[config.mk]
export PLATFORM = sky130hd
export DESIGN_NAME = ahb_lite_slave_mem
export DESIGN_NICKNAME = d
export VERILOG_FILES = /design/src/rtl/ahb_lite_slave_mem_pkg.sv /design/src/rtl/ahb_lite_slave_mem_byte_lane_gen.sv /design/src/rtl/ahb_lite_slave_mem.sv
export SDC_FILE = /design/constraint.sdc
export NUM_CORES = 2
export LEC_CHECK = 0
export ABC_AREA = 1
export CAP_MARGIN = 20
export CORE_UTILIZATION = 35
export CTS_BUF_LIST = sky130_fd_sc_hd__clkbuf_4 sky130_fd_sc_hd__clkbuf_8
export CTS_CLUSTER_SIZE = 30
export DETAILED_ROUTE_END_ITERATION = 10
export PLACE_DENSITY_LB_ADDON = 0.15
export RECOVER_POWER = 25
export SLEW_MARGIN = 0
export SYNTH_ARGS = -nofsm -noshare
export SYNTH_HDL_FRONTEND = slang
export SYNTH_SLANG_ARGS = --single-unit
[constraint.sdc]
create_clock -name HCLK -period 6.1 [get_ports HCLK]
set_input_delay 0.61 -clock HCLK [delete_from_list [all_inputs] [get_ports HCLK]]
set_output_delay 0.61 -clock HCLK [all_outputs]
set_load 0.01 [all_outputs]
[src/rtl/ahb_lite_slave_mem_pkg.sv]
// rtl/ahb_lite_slave_mem_pkg.sv - shared AHB-Lite encodings and slave FSM state type
package ahb_lite_slave_mem_pkg;

    typedef enum logic [1:0] {
        HTRANS_IDLE   = 2'd0,
        HTRANS_BUSY   = 2'd1,
        HTRANS_NONSEQ = 2'd2,
        HTRANS_SEQ    = 2'd3
    } htrans_t;

    localparam logic [2:0] HSIZE_BYTE = 3'd0;
    localparam logic [2:0] HSIZE_HALF = 3'd1;
    localparam logic [2:0] HSIZE_WORD = 3'd2;

    localparam logic HRESP_OKAY  = 1'b0;
    localparam logic HRESP_ERROR = 1'b1;

    typedef enum logic [2:0] {
        ST_IDLE,
        ST_WAIT,
        ST_LAST,
        ST_ERR1,
        ST_ERR2
    } slv_state_t;

endpackage

[src/rtl/ahb_lite_slave_mem_byte_lane_gen.sv]
// rtl/ahb_lite_slave_mem_byte_lane_gen.sv - HSIZE/addr to byte enables plus size/alignment error
module ahb_byte_lane_gen
    import ahb_lite_slave_mem_pkg::*;
(
    input  logic [2:0] i_size,
    input  logic [1:0] i_addr,
    output logic [3:0] o_byte_en,
    output logic       o_err
);

    // Illegal sizes are folded into the error flag so callers need one check
    always_comb begin
        o_byte_en = 4'b0000;
        o_err     = 1'b0;
        case (i_size)
            HSIZE_BYTE: o_byte_en = 4'b0001 << i_addr;
            HSIZE_HALF: begin
                o_byte_en = i_addr[1] ? 4'b1100 : 4'b0011;
                o_err     = i_addr[0];
            end
            HSIZE_WORD: begin
                o_byte_en = 4'b1111;
                o_err     = |i_addr;
            end
            default:    o_err = 1'b1;
        endcase
    end

endmodule

[src/rtl/ahb_lite_slave_mem.sv]
// rtl/ahb_lite_slave_mem.sv - AHB-Lite SRAM slave with wait states and two-cycle ERROR
module ahb_lite_slave_mem
    import ahb_lite_slave_mem_pkg::*;
#(
    parameter int MEM_DEPTH   = 64,
    parameter int WAIT_STATES = 0
) (
    input  logic        HCLK,
    input  logic        HRESETn,
    input  logic        HSEL,
    input  logic [31:0] HADDR,
    input  logic        HWRITE,
    input  logic [2:0]  HSIZE,
    input  logic [1:0]  HTRANS,
    input  logic [31:0] HWDATA,
    input  logic        HREADY,
    output logic [31:0] HRDATA,
    output logic        HREADYOUT,
    output logic        HRESP
);

    localparam int         IDX_W         = (MEM_DEPTH > 1) ? $clog2(MEM_DEPTH) : 1;
    localparam logic [3:0] WAIT_CNT_INIT = (WAIT_STATES > 0) ? 4'(WAIT_STATES - 1) : 4'd0;

    logic [31:0]      r_mem [MEM_DEPTH];
    slv_state_t       r_state;
    slv_state_t       w_next;
    logic [3:0]       r_cnt;
    logic [IDX_W-1:0] r_idx;
    logic             r_write;
    logic [3:0]       r_be;

    htrans_t          w_htrans;
    logic [3:0]       w_be;
    logic             w_lane_err;
    logic             w_valid;
    logic             w_err;
    logic             w_capture;
    logic             w_unused;

    ahb_byte_lane_gen u_lane_gen (
        .i_size    (HSIZE),
        .i_addr    (HADDR[1:0]),
        .o_byte_en (w_be),
        .o_err     (w_lane_err)
    );

    assign w_htrans  = htrans_t'(HTRANS);
    assign w_valid   = HSEL & HREADY & ((w_htrans == HTRANS_NONSEQ) | (w_htrans == HTRANS_SEQ));
    assign w_err     = w_lane_err | ({1'b0, HADDR[7:2]} >= 7'(MEM_DEPTH));
    // Only accept a new address phase while this slave is itself signalling ready
    assign w_capture = w_valid & (r_state != ST_WAIT) & (r_state != ST_ERR1);
    assign w_unused  = ^HADDR[31:8];

    always_ff @(posedge HCLK or negedge HRESETn) begin
        if (!HRESETn) begin
            r_state <= ST_IDLE;
            r_cnt   <= 4'd0;
            r_idx   <= '0;
            r_write <= 1'b0;
            r_be    <= 4'd0;
        end else begin
            r_state <= w_next;
            if (r_state == ST_WAIT) begin
                r_cnt <= r_cnt - 4'd1;
            end
            if (w_capture) begin
                r_idx   <= HADDR[IDX_W+1:2];
                r_write <= HWRITE;
                r_be    <= w_be;
                r_cnt   <= WAIT_CNT_INIT;
            end
        end
    end

    always_comb begin
        w_next = r_state;
        case (r_state)
            ST_WAIT: if (r_cnt == 4'd0) w_next = ST_LAST;
            ST_ERR1: w_next = ST_ERR2;
            default: begin
                if (!w_valid) begin
                    w_next = ST_IDLE;
                end else if (w_err) begin
                    w_next = ST_ERR1;
                end else if (WAIT_STATES > 0) begin
                    w_next = ST_WAIT;
                end else begin
                    w_next = ST_LAST;
                end
            end
        endcase
    end

    always_comb begin
        HREADYOUT = 1'b1;
        HRESP     = HRESP_OKAY;
        HRDATA    = 32'd0;
        case (r_state)
            ST_WAIT: begin
                HREADYOUT = 1'b0;
                HRDATA    = r_mem[r_idx];
            end
            ST_LAST: HRDATA = r_mem[r_idx];
            ST_ERR1: begin
                HREADYOUT = 1'b0;
                HRESP     = HRESP_ERROR;
            end
            ST_ERR2: HRESP = HRESP_ERROR;
            default: ;
        endcase
    end

    // Commit happens on the edge that ends LAST, so a pipelined read sees it next cycle
    always_ff @(posedge HCLK) begin
        if ((r_state == ST_LAST) && r_write) begin
            for (int k = 0; k < 4; k++) begin
                if (r_be[k]) begin
                    r_mem[r_idx][8*k +: 8] <= HWDATA[8*k +: 8];
                end
            end
        end
    end

endmodule

# Word-level counts from Yosys, hierarchy flattened
# Memories as Yosys holds them, arrays and structs flattened.
# Cells that the tools add are included.
# Widths: inputs -> output; s select.
# op_classes
add_sub_neg,1
n_eq_ne,11
shifts,1
mux,24
bitwise_logic,5
reduce_logical,8
# op_table
cell,n
$mux 32,1
$mux 1,15
$mux 4,3
$pmux 4 s3,1
$eq 3x2->1 const B,3
$reduce_or 2->1,4
$eq 3x1->1 const B,2
$pmux 3 s2,1
$and 1x1->1,4
$eq 2x2->1 const B,2
$logic_not 4->1,1
$shl 1x2->4 const A,1
$sub 4x1->4 const B,1
$eq 3x3->1 const B,1
$logic_not 3->1,1
$mux 3,1
$ne 3x1->1 const B,1
$ne 3x2->1 const B,1
$pmux 1 s3,1
$mux 2,1
$ne 2x1->1 const B,1
$reduce_bool 2->1,1
$logic_and 1x1->1,1
$or 1x1->1,1
# totals
register_bits,18
mem_bits_rw,2048
inputBits,74
output_inout_bits,34
word_cells,56
n_memories,1
# mem_list
memory,words,width,read_ports,rd_clocked_by_memory_dff,write_ports,line,source
r_mem,64,32,1,0,1,ahb_lite_slave_mem.sv:25,logic [31:0] r_mem [MEM_DEPTH];

# Logic depth before layout (Yosys ltp)
# logic_depth
ltp_word,6
mapped_depth,14
mapped_depth_nobuf,11

# By module
# Synthesis repeated with hierarchy kept, for this count alone.
# unflattened
cells_unflattened,8799
hier_area_um2,87821.7
# by_module_without_submodules
mod,instances,cells_each,area_each_um2,seq_area_each_um2
ahb_lite_slave_mem,1,8773,87704.1,61949.4
ahb_byte_lane_gen,1,26,117.6,0.0

# Worst setup path after synthesis
# Ideal clock, no wire load.
# synth_timing
path_type,flip-flop to output port
startpoint,register r_idx[1]
endpoint,output port HRDATA[30]
arrival_ns,1.600
t_required_ns,5.490
setup_slack_ns,3.890
stages_incl_launch_ff,13
path_buffers,3
path_cell_list,dfrtp_1 -> inv_2 -> buf_4 -> buf_2 -> clkbuf_1 -> nand2_1 -> nand2_1 -> nand2_1 -> nand2_1 -> nand2_1 -> nand2_1 -> nor2_1 -> a21oi_1
# synth_between
elab_chain_cells,2
# synth_lines
item,line,source
start: declaration,ahb_lite_slave_mem.sv:29,logic [IDX_W-1:0] r_idx;
start signal: assignment,ahb_lite_slave_mem.sv:68,r_idx <= HADDR[IDX_W+1:2];
$mem_v2 64x32,n/a,
$mux 32,n/a,
end: declaration,ahb_lite_slave_mem.sv:17,"output logic [31:0] HRDATA,"
# No other way between the ends.

# Worst setup path after layout
# layout_timing
startpoint,register r_idx[2]
endpoint,output port HRDATA[30]
# The elaborated chain is that of the path after synthesis.

==> reports/results.md <==
| Step | Parameter | Reported |
| --- | --- | --- |
| outcome | Status | finished, violations left |
| outcome | Violations in the final reports | capacitance limit, slew limit |
| grt | Total routing usage reported by global routing | 0.219 |
| timing | Final Hold Fails | 0 |
| place | Post-Place Worst Slack | 1.34 ns |
| cells and area | Syn-to-layout area delta | 12.4% |
| die | Top Ports | 108 |
| synth | Number of warnings reported in the yosys synthesis log | 0 |
| timing | Unrepaired setup endpoints after global routing | false |
| grt | Initial antenna violation count | 28 |
| grt | Vias in the first global route | 58000 |
| synth | Mapped Area | 0.0878 mm2 |
| timing | Setup ws final | 0.371 ns |
| synth | Mean instance size in the synthesized netlist | 9.99 um2 |
| synth | Synthesized Nets | 8863 |
| synth | Count of unique library cells instantiated by Yosys | 26 |
| synth | List of most frequent post-synthesis cells | 5788 x nand2_1, 2048 x edfxtp_1, 336 x nor2_1 |
| cells and area | Final nets | 8986 |
| power and ir drop | Comb power frac | 0.288 |
| die | Count of standard-cell rows | 183 |
| routing | Detailed-router iteration count before antenna repair | 8 |
| power and ir drop | Relative contribution of sequential cells to total power | 0.398 |
| routing | Remaining antenna violation count after routing | 0 |
| synth | Area share of the leading cell type in the synthesized netlist | 0.701 |
| critical path | Critical path data arrival time | 5.12 ns |
| power and ir drop | Worst voltage drop across the vdd grid | 0.432 mV |
| job | Max-capacitance violation count | 24 |
| clock network | Total CTS buffers | 370 |
| routing | Vias per inst | 4.77 |
| synth | Simple-gate area share of the yosys netlist | 0.264 |
| die | Core ar. | 0.249 mm2 |
| clock network | Total setup buffers inserted after CTS | 0 |
| timing | Fin Clk Skew | 0.0899 ns |
| synth | Instance count of the mapped netlist | 8787 |
| timing | Final critical-path required period | 5.73 ns |
| critical path | Setup CP Type | flop to output pin |
| place | DP Wirelength | 157000 um |
| synth | Number of enable flip-flop cells after synthesis | 2048 |
| clock network | Worst-skew pair later-pin latency | 1.08 ns |
| timing | Relative max-transition margin | -1.76 |
| power and ir drop | Net switching fraction of the power | 0.363 |
| critical path | CP Capture Type | output pin |
| timing | Pins Over Slew Limit | 1370 |
| synth | Flip-flop and latch count after synthesis | 2066 |
| routing | Initial drt markers | 5190 |
| clock network | Clock sink count | 2066 |
| synth | Leading area contributor after synthesis | edfxtp_1 |
| clock network | CTS Root Buffer Type | clkbuf_8 |
| min path | Hold WC Path Type | primary input to flop |
| synth | Top cells by area in the synthesized netlist | edfxtp_1 70%, nand2_1 25%, nor2_1 1.4%, buf_2 1.3%, clkbuf_1 0.80% |
| die | Vertical die dimension | 503 um |
| synth | Synth async-reset ratio | 0.00871 |
| die | Total Die Area | 0.253 mm2 |
| critical path | Data required time of the worst path | 5.49 ns |
| synth | Leading register cell type out of synthesis | edfxtp_1 |
| synth | Parity-gate share of the synthesized area counting xor and xnor cells | 0 |
| grt | Largest net degree at the start of global routing | 189 |
| grt | Total global routing overflow | 0 |
| cells and area | Fillcell total | 24400 |
| synth | Multiplexer share of the synthesized area | 0 |
| critical path | Largest fanout of any net on the critical path | 68 |
| cells and area | Fraction of layout cells with a size suffix above 1 | 0.0763 |
| routing | Post-detailed-route wirelength per cell | 22.2 um |
| power and ir drop | Power Density | 403 mW/mm2 |
| clock network | CTS tree | built |
| timing | Final sum of negative setup slack | 0 ns |
| synth | Complex-gate fraction of the synthesized area | 0.00453 |
| clock network | H-Tree Level Count | 5 |
| power and ir drop | P_int | 0.0253 W |
| clock network | Count of instances resized after the clock tree is built | 0 |
| routing | # DRC | 0 |
| routing | Routed Wire Length | 278000 um |
| power and ir drop | Total net switching power | 0.0144 W |
| timing | Ratio of final minimum period to clock period | 0.939 |
| place | Final weighted congestion of routability-driven global placement | 0.812 |
| die | Overall die width | 503 um |
| clock network | Max Root-Sink Buffers | 4 |
| timing | Tightest Pin Transition | 4.14 ns |
| timing | Endpoints failing setup | 0 |
| grt | Global-route wire length before repair | 402000 um |
| critical path | CP Launch Type | flop |
| synth | Adder-cell share of the synthesized area | 0.000285 |
| routing | Total vias in the final route | 59700 |
| clock network | Clock transition time at the flip-flop clock pins of the worst setup and hold paths | 0.06 ns |
| die | Starting density of the core | 0.353 |
| timing | Fmax | 0.175 GHz |
| power and ir drop | Fraction of power consumed by the clock network | 0.313 |
| place | Count of input and output buffers | 82 |
| synth | Most frequently used cell type in the post-synthesis netlist | nand2_1 |
| synth | Main combinational cell family by area after synthesis | simple AND/OR/NAND/NOR gates |
| synth | Sequential-to-total area share from yosys stat | 0.706 |
| power and ir drop | Pleak | 40.3 nW |
==> state kept, by name, indices dropped and copies added, names as in the netlist <==
register  flops
r_mem      2048
r_idx         6
r_be          4
r_cnt         4
r_state       3
r_write       1
==> routing by layer <==
metal | part of all wire | global-route usage
met4 | 0.035 | 0.0814
met1 | 0.42 | 0.289
met3 | 0.065 | 0.0374
met5 | 0.00025 | 0.000190
met2 | 0.48 | 0.360
==> power groups by stage <==
stage	clock network (W)	registers (W)	logic [W]
global placement	0	0.0161	0.0116
finish	0.0125	0.0158	0.0115
floorplan	0	0.0160	0.00730
detailed placement	0	0.0161	0.0116
global route	0.0133	0.0158	0.0128
CTS	0.0127	0.0158	0.0116
==> final timing paths <==
| check | startpoint | end | depth (start not counted) | slack (ns) |
|---|---|---|---|---|
| worst max-delay path | r_idx[2]$_DFFE_PN0P_ | HRDATA[30] | 9 | 0.37 |
| max in group asynchronous | HRESETn | r_idx[1]$_DFFE_PN0P_ | 3 | 3.98 |
| min in group asynchronous | HRESETn | r_state[2]$_DFFE_PN0P_ | 3 | 0.98 |
| worst min register to register | r_state[2]$_DFFE_PN0P_ | r_state[2]$_DFFE_PN0P_ | 1 | 0.46 |
| worst max register to register | r_idx[2]$_DFFE_PN0P_ | r_mem[5][20]$_DFFE_PP_ | 6 | 1.13 |
| worst min-delay path | HADDR[4] | r_idx[2]$_DFFE_PN0P_ | 3 | 0.17 |
==> cell usage in the layout (no fill, tap or decap), types with 3 or more instances in the layout <==
cell type | Yosys | layout
nand2_1 | 5788 | 5784
edfxtp_1 | 2048 | 2048
clkbuf_8 | 0 | 385
nor2_1 | 336 | 336
clkbuf_4 | 0 | 113
clkinv_1 | 1 | 90
buf_4 | 6 | 78
clkdlybuf4s50_1 | 0 | 49
a21oi_1 | 37 | 37
clkinv_2 | 0 | 37
clkbuf_1 | 186 | 32
inv_1 | 31 | 30
buf_12 | 0 | 20
buf_2 | 230 | 18
dfrtp_1 | 18 | 15
diode_2 | 0 | 14
o21ai_0 | 14 | 14
nor2_2 | 10 | 10
dlygate4sd3_1 | 0 | 9
o211ai_1 | 8 | 8
nor3_2 | 0 | 8
clkinvlp_4 | 0 | 7
o21ai_1 | 6 | 6
bufinv_16 | 0 | 6
or2_2 | 4 | 4
nand3_1 | 4 | 4
nand2_2 | 0 | 4
o31ai_1 | 4 | 4
inv_8 | 0 | 3
nor3_1 | 11 | 3
dfrtp_4 | 0 | 3
==> per-stage QoR <==
stage	hold slack, ns	utilization	std cells	area (um2)	total power (W)
6_report	0.166	0.396	12500	98700	0.0398
5_1_grt	0.104	0.396	12500	98600	0.0419
4_1_cts	0.0349	0.397	12500	98700	0.0402
3_5_place_dp	0.462	0.368	11900	91700	0.0277
3_3_place_gp	0.446	0.368	11900	91700	0.0277
2_1_floorplan	0.314	-	8787	87800	0.0233
==> critical path, stage by stage (launching register included) <==
cell and delay [ns]:
dfrtp_4 0.85, inv_8 0.30, nor2_1 0.94, o211ai_1 0.18
nand2_1 0.14, o21ai_0 0.13, nand2_1 0.22, nor2_1 0.06
a21oi_1 0.31, clkdlybuf4s50_1 0.67
==> repair_timing <==
action                                  in CTS  in global routing
hold endpoints to repair                    50                  0
endpoints found under the setup margin       0                  0
hold buffers                                 8                  0
==> cells by family after synthesis <==
group | after synthesis
flops | 2066
simple gates | 6155
fa+ha+maj | 2
compound gates | 72
buf+inv | 492
==> area by class of cell <==
| type | count | area, um2 | area share |
|---|---|---|---|
| antenna | 14 | 35.0 | 0.000355 |
| sequential | 2066 | 62000 | 0.628 |
| inverter | 36 | 158 | 0.00160 |
| multi-input combinational | 6229 | 23600 | 0.240 |
| clock inverter | 140 | 761 | 0.00771 |
| clock buffer | 498 | 6150 | 0.0623 |
| timing repair buffer | 207 | 1790 | 0.0181 |
| tap | 3330 | 4170 | 0.0422 |
(Power assumes the default switching activity.)
